**config.mk**
```make
export PLATFORM = sky130hd
export DESIGN_NAME = fetch_unit
export DESIGN_NICKNAME = d
export VERILOG_FILES = /design/src/rtl/fetch_unit.sv
export SDC_FILE = /design/constraint.sdc
export NUM_CORES = 1
export LEC_CHECK = 0
export ABC_AREA = 1
export BUFFER_PORTS_ARGS = -buffer_cell sky130_fd_sc_hd__buf_2
export CORE_MARGIN = 5
export CORE_UTILIZATION = 25
export CTS_CLUSTER_DIAMETER = 50
export CTS_CLUSTER_SIZE = 24
export DETAILED_ROUTE_END_ITERATION = 8
export HOLD_SLACK_MARGIN = 0.02
export PLACE_DENSITY = 0.45
export RECOVER_POWER = 50
export SLEW_MARGIN = 40
export SYNTH_ARGS = -nofsm -noshare
export SYNTH_HDL_FRONTEND = slang
export SYNTH_SLANG_ARGS = --single-unit
```
**constraint.sdc**
```tcl
create_clock -name clk -period 1.9 [get_ports clk]
set_clock_uncertainty 0.15 [all_clocks]
set_input_delay 0.38 -clock clk [delete_from_list [all_inputs] [get_ports clk]]
set_output_delay 0.38 -clock clk [all_outputs]
set_load 0.01 [all_outputs]
```
**src/rtl/fetch_unit.sv**
```systemverilog
// Instruction fetch stage: issues word-aligned fetches, buffers one response
// in a skid entry when RD stalls, and drains the in-flight request on a redirect.
//
// state | meaning
// FETCH | request issued or about to be issued
// HOLD  | skid entry full, RD stalled, no request
// DRAIN | discard one in-flight response, pending target in drain_tgt
module fetch_unit #(
    parameter logic [31:0] RESET_PC = 32'h0000_0000,
    parameter logic [31:0] NOP_WORD = 32'h0000_0000
) (
    input  logic        clk,
    input  logic        reset_n,
    output logic        imem_req,
    output logic [31:0] imem_addr,
    input  logic        imem_ack,
    input  logic [31:0] imem_rdata,
    input  logic        stall_rd,
    input  logic        redirect_ex,
    input  logic [31:0] target_ex,
    output logic [31:0] ins_rd,
    output logic [31:0] pc_rd,
    output logic        valid_rd
);

    typedef enum logic [1:0] {
        FETCH = 2'd0,
        HOLD  = 2'd1,
        DRAIN = 2'd2
    } state_t;

    state_t      state, state_n;
    logic [31:0] pc_f, pc_f_n;
    logic [31:0] skid_ins, skid_ins_n;
    logic [31:0] skid_pc, skid_pc_n;
    logic        skid_v, skid_v_n;
    logic [31:0] drain_tgt, drain_tgt_n;
    logic        req_armed;
    logic [31:0] ins_rd_n, pc_rd_n;
    logic        valid_rd_n;

    logic [31:0] redirect_pc;
    logic [31:0] pc_inc;
    logic        hs;

    // Requests start one edge after reset release so a stale ACK is never taken.
    assign imem_req    = req_armed && (state != HOLD);
    assign imem_addr   = pc_f;
    assign redirect_pc = target_ex & 32'hFFFF_FFFC;
    assign pc_inc      = pc_f + 32'd4;
    assign hs          = imem_req && imem_ack;

    always_ff @(posedge clk or negedge reset_n) begin
        if (!reset_n) begin
            state     <= FETCH;
            pc_f      <= RESET_PC;
            skid_ins  <= NOP_WORD;
            skid_pc   <= 32'd0;
            skid_v    <= 1'b0;
            drain_tgt <= 32'd0;
            req_armed <= 1'b0;
            ins_rd    <= NOP_WORD;
            pc_rd     <= 32'd0;
            valid_rd  <= 1'b0;
        end else begin
            state     <= state_n;
            pc_f      <= pc_f_n;
            skid_ins  <= skid_ins_n;
            skid_pc   <= skid_pc_n;
            skid_v    <= skid_v_n;
            drain_tgt <= drain_tgt_n;
            req_armed <= 1'b1;
            ins_rd    <= ins_rd_n;
            pc_rd     <= pc_rd_n;
            valid_rd  <= valid_rd_n;
        end
    end

    always_comb begin
        state_n     = state;
        pc_f_n      = pc_f;
        skid_ins_n  = skid_ins;
        skid_pc_n   = skid_pc;
        skid_v_n    = skid_v;
        drain_tgt_n = drain_tgt;
        ins_rd_n    = ins_rd;
        pc_rd_n     = pc_rd;
        valid_rd_n  = valid_rd;

        if (redirect_ex) begin
            skid_v_n   = 1'b0;
            ins_rd_n   = NOP_WORD;
            valid_rd_n = 1'b0;
            // An unacknowledged request must keep its address; park the target.
            if (state != HOLD && imem_req && !imem_ack) begin
                state_n     = DRAIN;
                drain_tgt_n = redirect_pc;
            end else begin
                state_n = FETCH;
                pc_f_n  = redirect_pc;
            end
        end else begin
            case (state)
                FETCH: begin
                    if (hs) begin
                        pc_f_n = pc_inc;
                        if (stall_rd) begin
                            skid_ins_n = imem_rdata;
                            skid_pc_n  = pc_f;
                            skid_v_n   = 1'b1;
                            state_n    = HOLD;
                        end else begin
                            ins_rd_n   = imem_rdata;
                            pc_rd_n    = pc_f;
                            valid_rd_n = 1'b1;
                        end
                    end else if (!stall_rd) begin
                        ins_rd_n   = NOP_WORD;
                        valid_rd_n = 1'b0;
                    end
                end
                HOLD: begin
                    if (!stall_rd) begin
                        ins_rd_n   = skid_ins;
                        pc_rd_n    = skid_pc;
                        valid_rd_n = skid_v;
                        skid_v_n   = 1'b0;
                        state_n    = FETCH;
                    end
                end
                DRAIN: begin
                    if (hs) begin
                        pc_f_n  = drain_tgt;
                        state_n = FETCH;
                    end
                    if (!stall_rd) begin
                        ins_rd_n   = NOP_WORD;
                        valid_rd_n = 1'b0;
                    end
                end
                default: state_n = FETCH;
            endcase
        end
    end

endmodule

```
==> results.ini, run 1 <==
[outcome]
status = complete, but fails checks
violations = negative setup slack

[place]
io_buffer_count = 160
dp_cells = 2084
gp_congestion = 0.8038
place_hpwl_microns = 23980
dpl_cell_area_sq_um = 12020

[setup_path]
crit_family = flip-flops
r2r_start = state[0]$_DFFE_PN0P_
cp.arrival_ns = 1.46
cpPeakStageDelay_ns = 0.43
critPathCapture = imem_req
crit_buf_inv = 4
crit_path_frequent_cell = inv_4
r2r_setup_slack_ns = -0.08
cp-startpoint = state[0]$_DFFE_PN0P_
slowest_stage = dfrtp_1
required_ns = 1.37
path_depth = 6
path_max_fanout = 3
critPathCaptureType = output port
cp-start-kind = flip-flop
critPathKind = reg -> out
reg2regPathDepth = 11
reg2reg_to = skid_pc[25]$_DFFE_PN0P_
path_cells = ha_4 -> inv_4 -> nand2_4 -> buf_4 -> inv_4 -> buf_6

[route]
drcViolationCount = 0
wl_per_cell_microns = 17.08
vias = 10127
routed_wl_microns = 37260
viasPerCell = 4.643
drtPass1Iterations = 5
ant_nets = 0
first_iter_violations = 668

[cts]
ctsHtreeMaxLevel = 4
root_buffer = clkbuf_16
cts.sinks = 189
clkLatencyLatePin_ns = 0.45
cts_made_buffers = 17
cts_tree = built
clk_pin_slew_ns = 0.08
clk_path_buf_depth = 2

[die]
dieArea_sq_um = 44080
die_w_microns = 209.9
start_util_pct = 25.21
core_area_sq_um = 39640
die_y_microns = 209.9
rows = 73
boundaryPins = 167

[synth]
synthesis.area_sq_um = 9995
ys_seq_elements = 189
synth_cells = 1397
avgSynthCellArea_sq_um = 7.154
ys_types = 26
yosysSeqAreaShare_pct = 47.32
yosys_warnings = 0

[global_routing]
grt_pass1_vias = 9618
grt_max_degree = 58
grt-ovfl-total = 0
grt.total_usage_pct = 16.04
antenna_found_initial = 1
grt_pass1_wl_microns = 56100

[timing]
max_slew_margin_pct = 52.01
timing.fmax_mhz = 501.9
min_period_ns = 1.992
grt_setup_unrepaired = yes
finalSetupViolations = 141
hold_viol_final = 0
tightest_slew_ns = 0.7198
drv_slew = 0
fin_hold_ws_ns = 0.06117
fin_ws_ns = -0.09247
min_period_over_period_pct = 104.9

[min_path]
hp-class = in -> reg

[power]
leakage_nw = 6.652
power.density_nw_per_um2 = 1039
ir_drop_mv = 0.5977

[final_layout]
final_core_util_pct = 34.57
antenna_cells = 0
final_nets = 1716
design_area_sq_um = 13700
stdcell_count = 2181
drive_gt1_share_pct = 23.07
syn2layout_area_growth_pct = 37.09

[job]
maxCapViolCount = 0

-- synth_stat cells (all sizes together) --
cell	count	area (sq um)
nand2	492	1852
nor3	2	26.28
a21oi	50	250.2
nor2	50	195.2
and2	1	6.260
clkinv	1	3.750
dfrtp	189	4730
conb	2	7.510
nand3	198	991.0
o21ai	184	920.9
buf	48	235.2
xnor2	1	8.760
ha	4	50.05
o211ai	7	52.55
xor2	6	52.55
nand4	1	6.260
inv	115	431.7
o22ai	1	6.260
clkbuf	45	168.9
-- sequential cells by signal, summed over array words and instances (netlist names) --
name / cells
req_armed: 1
valid_rd: 1
drain_tgt: 30
pc_rd: 30
skid_v: 1
skid_ins: 32
state: 2
ins_rd: 32
imem_addr: 30
skid_pc: 30
-- repair_timing --
action,in CTS,in global routing
resized for setup,46,87
setup endpoints to repair,84,157
pin swaps,1,5
cloned,4,13
hold buffers,36,0
setup buffers,8,6
endpoints found under the hold margin,74,0
-- tightest hold or removal path, stage by stage --
cell,delay (ns)
buf_2,0.10
inv_1,0.06
o21ai_0,0.08
-- how the worst min path moves through the flow --
stage,from,end,slack [ns],cells past startpoint
floorplan,reset_n,drain_tgt[10]$_DFFE_PN0P_,-0.07,0
global placement,reset_n,pc_rd[11]$_DFFE_PN0P_,0.24,1
detailed placement,reset_n,pc_rd[11]$_DFFE_PN0P_,0.24,1
CTS,target_ex[26],drain_tgt[26]$_DFFE_PN0P_,0.03,3
global route,target_ex[24],drain_tgt[24]$_DFFE_PN0P_,0.05,3
finish,target_ex[21],drain_tgt[21]$_DFFE_PN0P_,0.06,3
-- through the flow --
stage	worst slack [ns]	TNS, ns	total power [mW]
detailed placement	-0.1043	-3.336	10.24
global placement	-0.1072	-1.853	10.19
global route	-0.1993	-24.06	15.24
floorplan	0.05931	0	8.143
finish	-0.09247	-4.254	14.23
CTS	-0.06229	-1.965	14.14
-- cell families (layout without fill, tap and decap cells) --
group | count (synthesis) | in the layout | share of synthesized area (%)
flip-flops | 189 | 189 | 47.32
buffers and inverters | 209 | 464 | 8.400
other | 2 | 5 | 0.07514
XOR/XNOR | 7 | 7 | 0.6134
AO/OA/AOI/OAI | 242 | 242 | 12.31
adder cells (fa/ha/maj) | 4 | 4 | 0.5008
AND/OR/NAND/NOR | 744 | 745 | 30.78
-- metal layers --
metal	vias up	routed length, microns	global-route usage [%]
li1	4988	-	-
met1	4862	16720	21.73
met2	251	18310	26.74
met3	24	1798	3.200
met4	2	415	3.533
met5	-	13	0
-- layout by cell type (no fill, tap or decap), types with 3 or more instances in the layout --
cell and instances:
buf_12 16, clkbuf_4 3, nand3_4 3, inv_1 105, a21oi_2 7, nand3_2 3, o21ai_0 110, buf_4 76
nand2_2 19, o211ai_1 7, buf_8 6, o21ai_1 66, clkbuf_16 25, o21ai_2 6, inv_4 3, dlygate4sd3_1 36
inv_2 6, buf_16 5, dfrtp_1 188, clkinv_8 3, nor2_1 45, nand2_1 464, conb_1 5, clkinv_4 4
buf_2 158, xor2_1 6, a21oi_1 43, inv_6 5, nand3_1 193, nand2_4 8, nor2_2 3, buf_6 6
-- power breakdown --
part           internal (mW)  leakage (nW)  switching [mW]  total (mW)
Clock                   1.76         0.285            1.90        3.66
Sequential              5.12          2.39           0.751        5.87
Combinational           1.97          3.98            2.74        4.70
Total                   8.84          6.65            5.39        14.2
-- area by class of cell --
class                      count  area [sq um]
sequential                   189          4731
timing repair buffer         316          2570
multi-input combinational   1003          4717
clock inverter                15         155.1
inverter                     116         446.7
fill                        4323         25940
clock buffer                  17         425.4
tap                          525         656.9
Note: power is estimated with default switching activity, not from simulation.
==> run 2, diff against run 1 <==
--- a/config.mk
+++ b/config.mk
@@ -7,7 +7,7 @@
 export LEC_CHECK = 0
 export ABC_AREA = 1
 export BUFFER_PORTS_ARGS = -buffer_cell sky130_fd_sc_hd__buf_2
-export CORE_MARGIN = 5
+export CORE_MARGIN = 10
 export CORE_UTILIZATION = 25
 export CTS_CLUSTER_DIAMETER = 50
 export CTS_CLUSTER_SIZE = 24
==> results.ini, run 2 (same netlist as run 1, synthesis figures left out) <==
[die]
dieArea_sq_um = 48380  ; +9.8%
rows = 73  ; unchanged
die_w_microns = 219.9  ; +4.8%
boundaryPins = 167  ; unchanged
die_y_microns = 219.9  ; +4.8%
start_util_pct = 25.21  ; unchanged
core_area_sq_um = 39640  ; unchanged

[final_layout]
design_area_sq_um = 13680  ; -0.15%
antenna_cells = 0  ; unchanged
mostFrequentLayoutCell = nand2_1
syn2layout_area_growth_pct = 36.89
drive_gt1_share_pct = 24.11  ; +1.0 points
final_nets = 1698  ; -1.0%
mostFrequentLayoutCells = 443 x nand2_1, 196 x nand3_1, 188 x dfrtp_1, 158 x buf_2, 107 x inv_1
largestRegisters = ins_rd: 32 flops, skid_ins: 32 flops
nFillCells = 4272  ; -1.2%

[outcome]
status = complete, but fails checks
violations = negative setup slack

[cts]
cts.sinks = 189  ; unchanged
clk_path_buf_depth = 2  ; unchanged
clk_pin_slew_ns = 0.07  ; about the same
cts_made_buffers = 17  ; unchanged
clkLatencyLatePin_ns = 0.45  ; about the same
ctsHtreeMaxLevel = 4  ; unchanged
cts_tree = built
root_buffer = clkbuf_16

[setup_path]
cp-start-kind = flip-flop
reg2regPathDepth = 12  ; +1
path_max_fanout = 2  ; -1
r2r_start = state[1]$_DFFE_PN0P_
critPathCapture = imem_req
reg2reg_to = ins_rd[4]$_DFFE_PN0P_
critPathCaptureType = output port
cp.arrival_ns = 1.42  ; -0.04 ns
critPathKind = reg -> out
cp-startpoint = state[1]$_DFFE_PN0P_
r2r_setup_slack_ns = -0.02  ; +0.06 ns
required_ns = 1.37  ; about the same

[job]
maxCapViolCount = 0  ; unchanged

[timing]
min_period_over_period_pct = 102.5  ; -2.4 points
max_slew_margin_pct = 52.68  ; +0.66 points
timing.fmax_mhz = 513.7  ; +2.3%
hold_viol_final = 0  ; unchanged
drv_slew = 0  ; unchanged
tns_ns = -0.1501  ; +4.104 ns
finalSetupViolations = 13  ; -91%
grt_setup_unrepaired = yes
fin_ws_ns = -0.04684  ; +0.04563 ns
tightest_slew_ns = 0.7099  ; -0.009953 ns
min_period_ns = 1.947  ; -0.04563 ns

[global_routing]
globalRoute.busiestLayer = met2
grt-ovfl-total = 0  ; unchanged
grt_util_met1_pct = 19.48  ; -2.2 points
grt_use_met2_pct = 25.03  ; -1.7 points
grt.total_usage_pct = 15.00  ; -1.0 points
grtUsageMet3_pct = 3.222  ; +0.022 points
grt_pass1_vias = 9768  ; +1.6%
antenna_found_initial = 1  ; unchanged
grt_pass1_wl_microns = 56660  ; +1.0%
grt_max_degree = 61  ; +5.2%

[route]
routed_wl_microns = 37540  ; +0.77%
drcViolationCount = 0  ; unchanged
vias = 9905  ; -2.2%
drtPass1Iterations = 5  ; unchanged
ant_nets = 0  ; unchanged
first_iter_violations = 656  ; -1.8%
viasPerCell = 4.579  ; -1.4%
wl_per_cell_microns = 17.36  ; +1.6%

[power]
clkPwrFrac_pct = 26.9  ; +1.2 points
power.density_nw_per_um2 = 1058  ; +1.9%
power_switching_share_pct = 36.43  ; -1.4 points
ir_drop_mv = 0.5930  ; -0.79%
seq_power_share_pct = 40.7  ; -0.5 points
p_int_mw = 9.205  ; +4.1%
leakage_nw = 6.608  ; -0.66%
switching_power_mw = 5.276  ; -2.1%
combPwrFrac_pct = 32.4  ; -0.7 points

[place]
gp_congestion = 0.8284  ; +3.1%
place_hpwl_microns = 24440  ; +1.9%
dp_slack_ns = -0.1441  ; -0.03982 ns
dpl_cell_area_sq_um = 12040  ; +0.19%
io_buffer_count = 160  ; unchanged

[min_path]
hp-class = in -> reg
whs_path_depth = 3  ; unchanged

## run 2: final cells by class
type,instances,area [sq um],share of cell area [%]
clock inverter,11,156.4,1.143
inverter,116,451.7,3.301
sequential,189,4731,34.58
clock buffer,21,460.4,3.365
multi-input combinational,1002,4785,34.97
tap,525,656.9,4.801
timing repair buffer,299,2441,17.84
## run 2: power groups by stage
stage | registers, mW | clock network [mW] | logic [mW]
after floorplan | 6.09 | 0 | 2.05
after global placement | 5.91 | 0 | 4.27
after detailed placement | 5.93 | 0 | 4.29
after CTS | 5.86 | 4.03 | 4.51
after global routing | 6.05 | 4.19 | 5.29
final | 5.90 | 3.90 | 4.69
## run 2: metal layers
layer	part of all wire (%)	wire length, microns	vias to the layer above
met3	4.8	1785	27
met2	49	18320	231
li1	-	-	4937
met4	1.0	387	2
met5	0.029	11	-
met1	45	17040	4708
## run 2: how the worst min path moves through the flow
stage / start / to / slack, ns
after floorplan: reset_n / drain_tgt[10]$_DFFE_PN0P_ / -0.07
after global placement: reset_n / pc_rd[11]$_DFFE_PN0P_ / 0.20
after detailed placement: reset_n / pc_rd[10]$_DFFE_PN0P_ / 0.19
after CTS: imem_rdata[31] / skid_ins[31]$_DFFE_PN0P_ / 0.02
after global routing: imem_rdata[31] / skid_ins[31]$_DFFE_PN0P_ / 0.05
final: imem_rdata[31] / skid_ins[31]$_DFFE_PN0P_ / 0.04
## run 2: what timing repair did
action	in CTS	in global routing
cloned	3	9
setup buffers	7	3
pin swaps	5	4
setup endpoints to repair	103	180
endpoints found under the hold margin	69	0
gates resized for setup	53	127
hold buffers	34	0
## run 2: through the flow
stage | util (%) | total power, mW | cells | hold slack [ns]
after floorplan | - | 8.143 | 1400 | -0.06559
after global placement | 30.37 | 10.18 | 2077 | 0.1951
after detailed placement | 30.37 | 10.22 | 2077 | 0.1938
after CTS | 33.38 | 14.40 | 2153 | 0.02044
after global routing | 34.51 | 15.52 | 2163 | 0.04710
final | 34.51 | 14.48 | 2163 | 0.03785
## run 2: worst max-delay path, stage by stage (launching register included)
cell     delay, ns
dfrtp_1       0.40
inv_2         0.08
ha_4          0.14
inv_4         0.04
nand2_4       0.06
buf_6         0.11
inv_4         0.03
buf_6         0.11
==> run 3, diff against run 2 <==
==> constraint.sdc (replaced) <==
create_clock -name clk -period 1.9 [get_ports clk]
set_clock_uncertainty 0.15 [all_clocks]
set_input_delay 0.19 -clock clk [delete_from_list [all_inputs] [get_ports clk]]
set_output_delay 0.19 -clock clk [all_outputs]
set_load 0.01 [all_outputs]
==> results.ini, run 3 (same netlist as run 1, synthesis figures left out) <==
[final_layout]
drive_gt1_share_pct = 27.64  ; +3.5 points
final_nets = 1771  ; +4.3%
final_core_util_pct = 37.14  ; +2.6 points
syn2layout_area_growth_pct = 47.32
mostFrequentLayoutCells = 447 x nand2_1, 195 x nand3_1, 187 x dfrtp_1, 160 x buf_2, 105 x inv_1
largestRegisters = ins_rd: 32 flops, skid_ins: 32 flops
nFillCells = 4185  ; -2.0%
mostFrequentLayoutCell = nand2_1

[route]
ant_nets = 0  ; unchanged
first_iter_violations = 722  ; +10%
routed_wl_microns = 41150  ; +9.6%
drtPass1Iterations = 5  ; unchanged
viasPerCell = 4.647  ; +1.5%
vias = 10395  ; +4.9%
wl_per_cell_microns = 18.39  ; +6.0%
drcViolationCount = 0  ; unchanged

[setup_path]
critPathKind = reg -> reg
path_max_fanout = 7  ; +5
path_cells = inv_2 -> ha_4 -> inv_4 -> nand2_4 -> nor2_4 -> buf_4 -> nand3_4 -> buf_12 -> clkinvlp_4 -> clkbuf_16 -> nand2_1 -> o21ai_0
required_ns = 2.09  ; +0.72 ns
cpPeakStageDelay_ns = 0.40  ; about the same
cp.arrival_ns = 2.22  ; +0.80 ns
cp-start-kind = flip-flop
critPathCaptureType = flip-flop
slowest_stage = dfrtp_1

[timing]
tns_ns = -8.392  ; -8.242 ns
grt_setup_unrepaired = yes
min_period_over_period_pct = 107.0  ; +4.5 points
hold_viol_final = 0  ; unchanged
max_slew_margin_pct = 30.94  ; -22 points
drv_slew = 0  ; unchanged
min_period_ns = 2.032  ; +0.08526 ns
fin_ws_ns = -0.1321  ; -0.08526 ns
finalSetupViolations = 148  ; +135
timing.fmax_mhz = 492.1  ; -4.2%
fin_hold_ws_ns = 0.1303  ; +0.09249 ns
tightest_slew_ns = 1.036  ; +0.3261 ns

[cts]
clk_path_buf_depth = 2  ; unchanged
ctsHtreeMaxLevel = 4  ; unchanged
clk_pin_slew_ns = 0.08  ; about the same
root_buffer = clkbuf_16
cts.sinks = 189  ; unchanged
cts_made_buffers = 17  ; unchanged
clkLatencyLatePin_ns = 0.46  ; about the same
cts_tree = built

[die]
dieArea_sq_um = 48380  ; unchanged
die_y_microns = 219.9  ; unchanged
start_util_pct = 25.21  ; unchanged
die_w_microns = 219.9  ; unchanged
rows = 73  ; unchanged
boundaryPins = 167  ; unchanged
core_area_sq_um = 39640  ; unchanged

[global_routing]
grt_pass1_vias = 9840  ; +0.74%
grt_max_degree = 69  ; +13%
grt-ovfl-total = 0  ; unchanged
grtUsageMet3_pct = 3.346  ; +0.12 points
globalRoute.busiestLayer = met2
antenna_found_initial = 2  ; +1
grt_util_met1_pct = 20.35  ; +0.86 points
grt_use_met2_pct = 25.23  ; +0.20 points
grt.total_usage_pct = 15.37  ; +0.38 points
grt_pass1_wl_microns = 57820  ; +2.0%

[min_path]
hp-class = in -> reg

[place]
gp_congestion = 0.8421  ; +1.7%
place_hpwl_microns = 24550  ; +0.44%
io_buffer_count = 160  ; unchanged

[power]
power.density_nw_per_um2 = 1008  ; -4.8%
fin_total_pwr_mw = 14.84  ; +2.5%
p_int_mw = 9.264  ; +0.64%
leakage_nw = 7.008  ; +6.0%
combPwrFrac_pct = 35.0  ; +2.6 points
seq_power_share_pct = 39.7  ; -1.0 points
ir_drop_mv = 0.6181  ; +4.2%
clkPwrFrac_pct = 25.3  ; -1.6 points
switching_power_mw = 5.579  ; +5.8%
power_switching_share_pct = 37.59  ; +1.2 points

[job]
maxCapViolCount = 0  ; unchanged

[outcome]
status = complete, but fails checks
violations = negative setup slack

## run 3: changes by cell type in the layout (fill, tap and decap cells not counted), sizes merged, moves of 2 or more
cell         delta
bufinv          -2
inv             +3
clkbuf          +4
clkinv          +2
buf            +34
dlygate4sd3    +30
## run 3: final timing paths
check                                          from                        end  slack, ns  depth (start not counted)
setup / recovery               state[1]$_DFFE_PN0P_   skid_ins[31]$_DFFE_PN0P_      -0.13                         12
setup reg to reg               state[1]$_DFFE_PN0P_   skid_ins[31]$_DFFE_PN0P_      -0.13                         12
hold / removal                             stall_rd       valid_rd$_DFFE_PN0P_       0.13                          5
max in group asynchronous                   reset_n       pc_rd[7]$_DFFE_PN0P_       0.33                          3
min in group asynchronous                   reset_n  drain_tgt[11]$_DFFE_PN0P_       0.30                          3
hold reg to reg            drain_tgt[4]$_DFFE_PN0P_   drain_tgt[4]$_DFFE_PN0P_       0.32                          2
## run 3: layout make-up
cell class / instances / area, sq um / area share [%]
multi-input cells: 1003 / 4959 / 33.68
diodes: 1 / 2.502 / 0.01700
inverters: 116 / 457.9 / 3.110
clock inverters: 14 / 152.6 / 1.037
clock buffers: 18 / 439.2 / 2.983
repair inverters: 1 / 8.758 / 0.05948
repair buffers: 370 / 3316 / 22.52
flip-flops and latches: 189 / 4732 / 32.14
well taps: 525 / 656.9 / 4.461
## run 3: per-stage QoR
stage,std cells,area [sq um],setup slack (ns)
floorplan,1400,10010,0.05931
global placement,2080,11960,-0.08664
detailed placement,2080,11960,-0.09247
CTS,2193,13540,-0.05049
global route,2236,14720,-0.1924
finish,2237,14720,-0.1321
## run 3: critical path: cells and delay by family, from the launching register on
family	cells	cell delay (ns)
adder cells (fa/ha/maj)	1	0.15
AO/OA/AOI/OAI	1	0.07
buffers and inverters	6	0.88
AND/OR/NAND/NOR	4	0.25
flip-flops	1	0.40
## run 3: routing by layer
metal	vias up	wire length, microns
li1	5088	-
met1	5001	18440
met2	271	20120
met3	33	1959
met4	2	610
met5	-	13
## run 3: power by group through the flow
stage               combinational [mW]  sequential, mW  clock (mW)
floorplan                         2.05            6.09           0
global placement                  4.29            5.91           0
detailed placement                4.32            5.94           0
CTS                               4.56            5.87        3.84
global route                      5.78            6.05        4.01
finish                            5.19            5.90        3.75
## run 3: what timing repair did
item,CTS,global route
hold buffers,64,0
resized for setup,28,206
hold endpoints to repair,312,0
gates cloned,5,25
pin swaps,2,37
endpoints found under the setup margin,79,180
setup buffers,12,20
